$ cat src/rtl/lsu_mem_master.sv
// Byte-addressed RISC-V load/store initiator for a word-addressed data memory (SB/SH via RMW).
// Define LSU_RANGE_CHECK_EN to report word indices >= MEM_DEPTH as errors instead of forwarding.
module lsu_mem_master #(
    parameter int unsigned MEM_DEPTH = 64,
    parameter int unsigned ADDR_W    = 32
) (
    input  logic              clk,
    input  logic              reset_n,
    input  logic              req_valid,
    output logic              req_ready,
    input  logic              req_write,
    input  logic [2:0]        req_funct3,
    input  logic [ADDR_W-1:0] req_addr,
    input  logic [31:0]       req_wdata,
    output logic              rsp_valid,
    output logic [31:0]       rsp_rdata,
    output logic              rsp_err,
    output logic              mem_read,
    output logic              mem_write,
    output logic [ADDR_W-1:0] mem_addr,
    output logic [31:0]       mem_wdata,
    input  logic [31:0]       mem_rdata
);

    localparam logic [2:0] IDLE   = 3'd0;
    localparam logic [2:0] CHECK  = 3'd1;
    localparam logic [2:0] RD     = 3'd2;
    localparam logic [2:0] WR     = 3'd3;
    localparam logic [2:0] RMW_RD = 3'd4;
    localparam logic [2:0] RMW_WR = 3'd5;
    localparam logic [2:0] RESP   = 3'd6;

    logic [2:0]        state_q, state_d;
    logic              write_q;
    logic [2:0]        funct3_q;
    logic [ADDR_W-1:0] addr_q;
    logic [31:0]       wdata_q;
    logic [31:0]       merge_q;
    logic [31:0]       rsp_rdata_q;
    logic              rsp_err_q;

    logic [1:0]        lane;
    logic              align_err;
    logic              funct3_err;
    logic              range_err;
    logic              req_err;
    logic [7:0]        rd_byte;
    logic [15:0]       rd_half;
    logic [31:0]       load_ext;
    logic [31:0]       merged;

    assign lane     = addr_q[1:0];
    assign mem_addr = {2'b00, addr_q[ADDR_W-1:2]};

    // Decode of the captured request, consumed only in CHECK.
    always_comb begin
        align_err  = 1'b0;
        funct3_err = 1'b0;
        case (funct3_q)
            3'd0: ;
            3'd1: align_err = lane[0];
            3'd2: align_err = |lane;
            3'd4: funct3_err = write_q;
            3'd5: begin
                funct3_err = write_q;
                align_err  = lane[0];
            end
            default: funct3_err = 1'b1;
        endcase
    end

`ifdef LSU_RANGE_CHECK_EN
    assign range_err = mem_addr >= ADDR_W'(MEM_DEPTH);
`else
    assign range_err = 1'b0;
`endif

    assign req_err = align_err | funct3_err | range_err;

    always_comb begin
        rd_byte = mem_rdata[{lane, 3'b000} +: 8];
        rd_half = lane[1] ? mem_rdata[31:16] : mem_rdata[15:0];
        case (funct3_q)
            3'd0:    load_ext = {{24{rd_byte[7]}}, rd_byte};
            3'd1:    load_ext = {{16{rd_half[15]}}, rd_half};
            3'd4:    load_ext = {24'h0, rd_byte};
            3'd5:    load_ext = {16'h0, rd_half};
            default: load_ext = mem_rdata;
        endcase
    end

    // Only SB (funct3 0) and SH (funct3 1) reach the RMW path.
    always_comb begin
        merged = mem_rdata;
        if (funct3_q[0]) begin
            if (lane[1]) begin
                merged[31:16] = wdata_q[15:0];
            end else begin
                merged[15:0] = wdata_q[15:0];
            end
        end else begin
            merged[{lane, 3'b000} +: 8] = wdata_q[7:0];
        end
    end

    always_comb begin
        state_d = state_q;
        case (state_q)
            IDLE:   if (req_valid) state_d = CHECK;
            CHECK: begin
                if (req_err) begin
                    state_d = RESP;
                end else if (!write_q) begin
                    state_d = RD;
                end else if (funct3_q == 3'd2) begin
                    state_d = WR;
                end else begin
                    state_d = RMW_RD;
                end
            end
            RD:     state_d = RESP;
            WR:     state_d = RESP;
            RMW_RD: state_d = RMW_WR;
            RMW_WR: state_d = RESP;
            RESP:   state_d = IDLE;
            default: state_d = IDLE;
        endcase
    end

    always_ff @(posedge clk) begin
        if (!reset_n) begin
            state_q     <= IDLE;
            write_q     <= 1'b0;
            funct3_q    <= 3'd0;
            addr_q      <= '0;
            wdata_q     <= 32'h0;
            merge_q     <= 32'h0;
            rsp_rdata_q <= 32'h0;
            rsp_err_q   <= 1'b0;
        end else begin
            state_q <= state_d;
            if (req_valid && req_ready) begin
                write_q  <= req_write;
                funct3_q <= req_funct3;
                addr_q   <= req_addr;
                wdata_q  <= req_wdata;
            end
            // Response registers change only on the edge into RESP, so they hold in between.
            case (state_q)
                CHECK: begin
                    if (req_err) begin
                        rsp_rdata_q <= 32'h0;
                        rsp_err_q   <= 1'b1;
                    end
                end
                RD: begin
                    rsp_rdata_q <= load_ext;
                    rsp_err_q   <= 1'b0;
                end
                WR, RMW_WR: begin
                    rsp_rdata_q <= 32'h0;
                    rsp_err_q   <= 1'b0;
                end
                RMW_RD: merge_q <= merged;
                default: ;
            endcase
        end
    end

    assign req_ready = (state_q == IDLE);
    assign rsp_valid = (state_q == RESP);
    assign rsp_rdata = rsp_rdata_q;
    assign rsp_err   = rsp_err_q;
    assign mem_read  = (state_q == RD) || (state_q == RMW_RD);
    assign mem_write = (state_q == WR) || (state_q == RMW_WR);

    always_comb begin
        mem_wdata = 32'h0;
        if (state_q == WR) begin
            mem_wdata = wdata_q;
        end else if (state_q == RMW_WR) begin
            mem_wdata = merge_q;
        end
    end

endmodule

$ cat config.mk
export PLATFORM = sky130hd
export DESIGN_NAME = lsu_mem_master
export DESIGN_NICKNAME = d
export VERILOG_FILES = /design/src/rtl/lsu_mem_master.sv
export SDC_FILE = /design/constraint.sdc
export NUM_CORES = 1
export LEC_CHECK = 0
export CORE_MARGIN = 10
export CORE_UTILIZATION = 39
export CTS_CLUSTER_SIZE = 8
export DETAILED_ROUTE_END_ITERATION = 8
export GPL_ROUTABILITY_DRIVEN = 0
export GPL_TIMING_DRIVEN = 0
export HOLD_SLACK_MARGIN = 0.08
export PLACE_DENSITY = 0.66
export SLEW_MARGIN = 30
export SYNTH_ARGS = -nofsm -noshare
export SYNTH_HDL_FRONTEND = slang
export SYNTH_SLANG_ARGS = --single-unit
$ cat constraint.sdc
create_clock -name clk -period 2.4 [get_ports clk]
set_input_delay 0.24 -clock clk [delete_from_list [all_inputs] [get_ports clk]]
set_output_delay 0.24 -clock clk [all_outputs]
set_load 0.05 [all_outputs]
==> summary.log <==
[final_layout] area occupied by registers 2720 sq um
[clock_network] Clock Sinks 136
[die] site row count 48
[synth] Unique masters post-synth 44
[power_and_ir_drop] post-route total power 7.07 mW
[synth] dominant synthesized flop cell dfxtp_1
[final_layout] commonest non-fill, non-tap cell in the layout nand2_1
[worst_setup_path] type of the setup path with the least slack register to output pin
[drt] drt initial violations 556
[power_and_ir_drop] power density of the placed cells 725 nW/um^2
[worst_setup_path] Startpoint Class register
[worst_setup_path] Critical Path, Cell by Cell nand2b_1 -> nor2_4 -> a22o_1 -> clkdlybuf4s15_1
[final_layout] filler instances 1649
[drt] via count 6488
[drt] number of iterations in the first detailed-routing pass 5
[global_route] global-route usage over all layers 19.8%
[die] number of top-level pins 204
[die] Die Span X 153 microns
[synth] area leader, netlist dfxtp_1
[synth] total standard cell area after synthesis 6850 sq um
[drt] number of design rule violations left after detail routing 0
[worst_setup_path] critical path capture point type output pin
[clock_network] number of buffers between clock root and the deepest sink 2
[clock_network] later-pin clock latency in the skew report 0.43 ns
[final_layout] commonest non-fill, non-tap cells in the layout nand2_1, clkdlybuf4s50_1, dfxtp_1
[placement] dpl hpwl 18200 microns
[clock_network] hold_buf cts 0
[synth] share of async-settable or async-resettable flops after synthesis 0%
[final_layout] Layout Utilization 56.5%
[synth] Mean Syn Cell Area 8.84 sq um
[drt] wire length per cell 19.2 microns
[global_route] antenna violations before repair 0
[synth] number of instances in the synthesized netlist 775
[sta] post-route setup TNS 0 ns
[run] count of maximum capacitance violations 0
[synth] number of register bits inferred by synthesis 136
[power_and_ir_drop] Max IR drop VDD 648 uV
[drt] ANT nets after route 0
[worst_setup_path] register-to-register setup slack 0.13 ns
[final_layout] Finished Layout Cells 1236
[outcome] status finished, final reports clean
[global_route] gr ovfl total 0
[synth] Yosys warning count 0
[synth] sequential element share of the synthesized area 39.7%
[global_route] largest net degree at the start of global routing 17
[sta] setup slack after layout 0.105 ns
[final_layout] antenna cells 0
[synth] post-synth top area share 39.7%
[placement] pre-CTS setup slack -0.497 ns
[die] die extent in y 153 microns
[global_route] first-pass GRT wire length 37200 microns
[sta] Slew @ Worst Pin 0.784 ns
[clock_network] number of buffers added by the clock tree synthesis step 17
[power_and_ir_drop] standby leakage power 3.78 nW
[sta] Slew headroom 47.2%
[clock_network] post-CTS clock slew at the launch and capture registers of the worst setup and hold paths 0.06 ns
[clock_network] TritonCTS clock tree built
[placement] placed cell areas 9160 sq um
[clock_network] buffer type at the clock tree root clkbuf_16
[sta] Hold Fails Final Rpt 0
[final_layout] area growth from synthesis to layout 42.2%
[worst_setup_path] WP data required 2.16 ns
[final_layout] design area 9740 sq um
[sta] unrepaired setup endpoints after global routing true
[worst_hold_path] type of the worst min-delay path input pin to register
[worst_setup_path] delay of the slowest critical-path stage 0.51 ns
[synth] number of enable flip-flop cells after synthesis 0
[clock_network] # H-tree levels 4
[placement] Port Buffers 201
[die] effective utilization at floorplan 39.8%
[sta] Fin Clk Skew 0.0129 ns
[worst_setup_path] Worst Path Arrival 2.05 ns
[worst_setup_path] maximum fanout along the worst path 7
[sta] Tcrit/Tclk final 95.6%
[global_route] vias in the first global route 6540
[die] Floorplan Core Area 17200 sq um
[synth] top post-synthesis cells by area dfxtp_1, nand2_1, a21boi_0
[sta] Max Freq 436 MHz
[sta] shortest period the worst path allows 2.29 ns
[drt] post-detailed-routing wire length 23700 microns
[final_layout] footprint of the multi-input gates 3580 sq um
[placement] number of cells in the design after placement 1202
[final_layout] fraction of layout cells with a size suffix above 1 15.3%
[final_layout] final net count 1105
[worst_setup_path] cell with the biggest individual delay on the critical path clkdlybuf4s15_1
[drt] average vias per placed instance 5.25
[die] Die Area 23300 sq um
[sta] Final Setup Violations 0
[sta] Slew Limit Fails 0
[sta] Min Hold Slack 0.357 ns
[worst paths after layout]
path | from | depth (start not counted) | to
setup / recovery | state_q[1] | 4 | mem_wdata[0]
hold / removal | req_wdata[5] | 3 | wdata_q[5]
setup reg to reg | addr_q[1] | 9 | rsp_rdata[24]
hold reg to reg | addr_q[17] | 2 | addr_q[17]
[flip-flops by register name (all words and copies together) (netlist names)]
name / flops
wdata_q: 32
addr_q: 32
write_q: 1
state_q: 3
funct3_q: 3
rsp_rdata: 32
rsp_err: 1
merge_q: 32
[power by group]
group          switching (mW)  internal, mW
sequential              0.138          2.43
clock                    1.02          1.77
combinational            1.00         0.699
total                    2.16          4.91
[Yosys cell counts (all sizes together) (2+ instances only)]
master / number
nand2: 183
dfxtp: 136
a21boi: 92
buf: 62
clkbuf: 36
a22o: 33
a221oi: 32
mux2i: 32
a211o: 24
nand2b: 20
o21ai: 18
nor2: 17
a221o: 16
mux2: 10
a32o: 8
inv: 7
nor2b: 7
o2bb2ai: 7
a21oi: 5
ha: 4
o21a: 4
and2: 3
nor3: 3
nor4b: 2
nor4bb: 2
[critical path, delay by kind of cell, from the launching register on]
family / cells / cell delay [ns]
AND/OR/NAND/NOR: 2 / 0.52
buffers and inverters: 1 / 0.51
flip-flops: 1 / 0.38
AO/OA/AOI/OAI: 1 / 0.21
[layout make-up]
class	count	share of cell area, %
timing repair buffer	203	19.4
clock inverter	10	1.44
tap	225	2.89
clock buffer	22	5.07
multi-input combinational	535	36.8
inverter	7	0.308
buffer	98	6.15
sequential	136	27.9
[kinds of logic (layout without fill, tap and decap cells)]
kind of cell    Yosys count  count (layout)  synth area share, %
buf+inv                 105             340                 8.64
fa+ha+maj                 4               4                0.730
mux                      43              43                 6.65
other cells               1               2               0.0547
flops                   136             136                 39.7
compound gates          245             245                 28.8
simple gates            241             241                 15.4
[per-layer routing]
| layer | routed length (microns) | global-route usage [%] | up-vias | part of all wire, % |
|---|---|---|---|---|
| met4 | 372 | 5.31 | 0 | 1.6 |
| met2 | 10900 | 32.0 | 263 | 46 |
| met3 | 2280 | 8.38 | 26 | 9.6 |
| met1 | 10100 | 23.6 | 3004 | 43 |
| met5 | 0 | 0 | - | 0 |
| li1 | - | - | 3195 | - |
[repair_timing]
| item | in CTS | in global routing |
|---|---|---|
| setup buffers | 1 | 1 |
| gates resized for setup | 169 | 24 |
| pin swaps | 1 | 2 |
| setup endpoints to repair | 94 | 97 |
(Power assumes the default switching activity.)
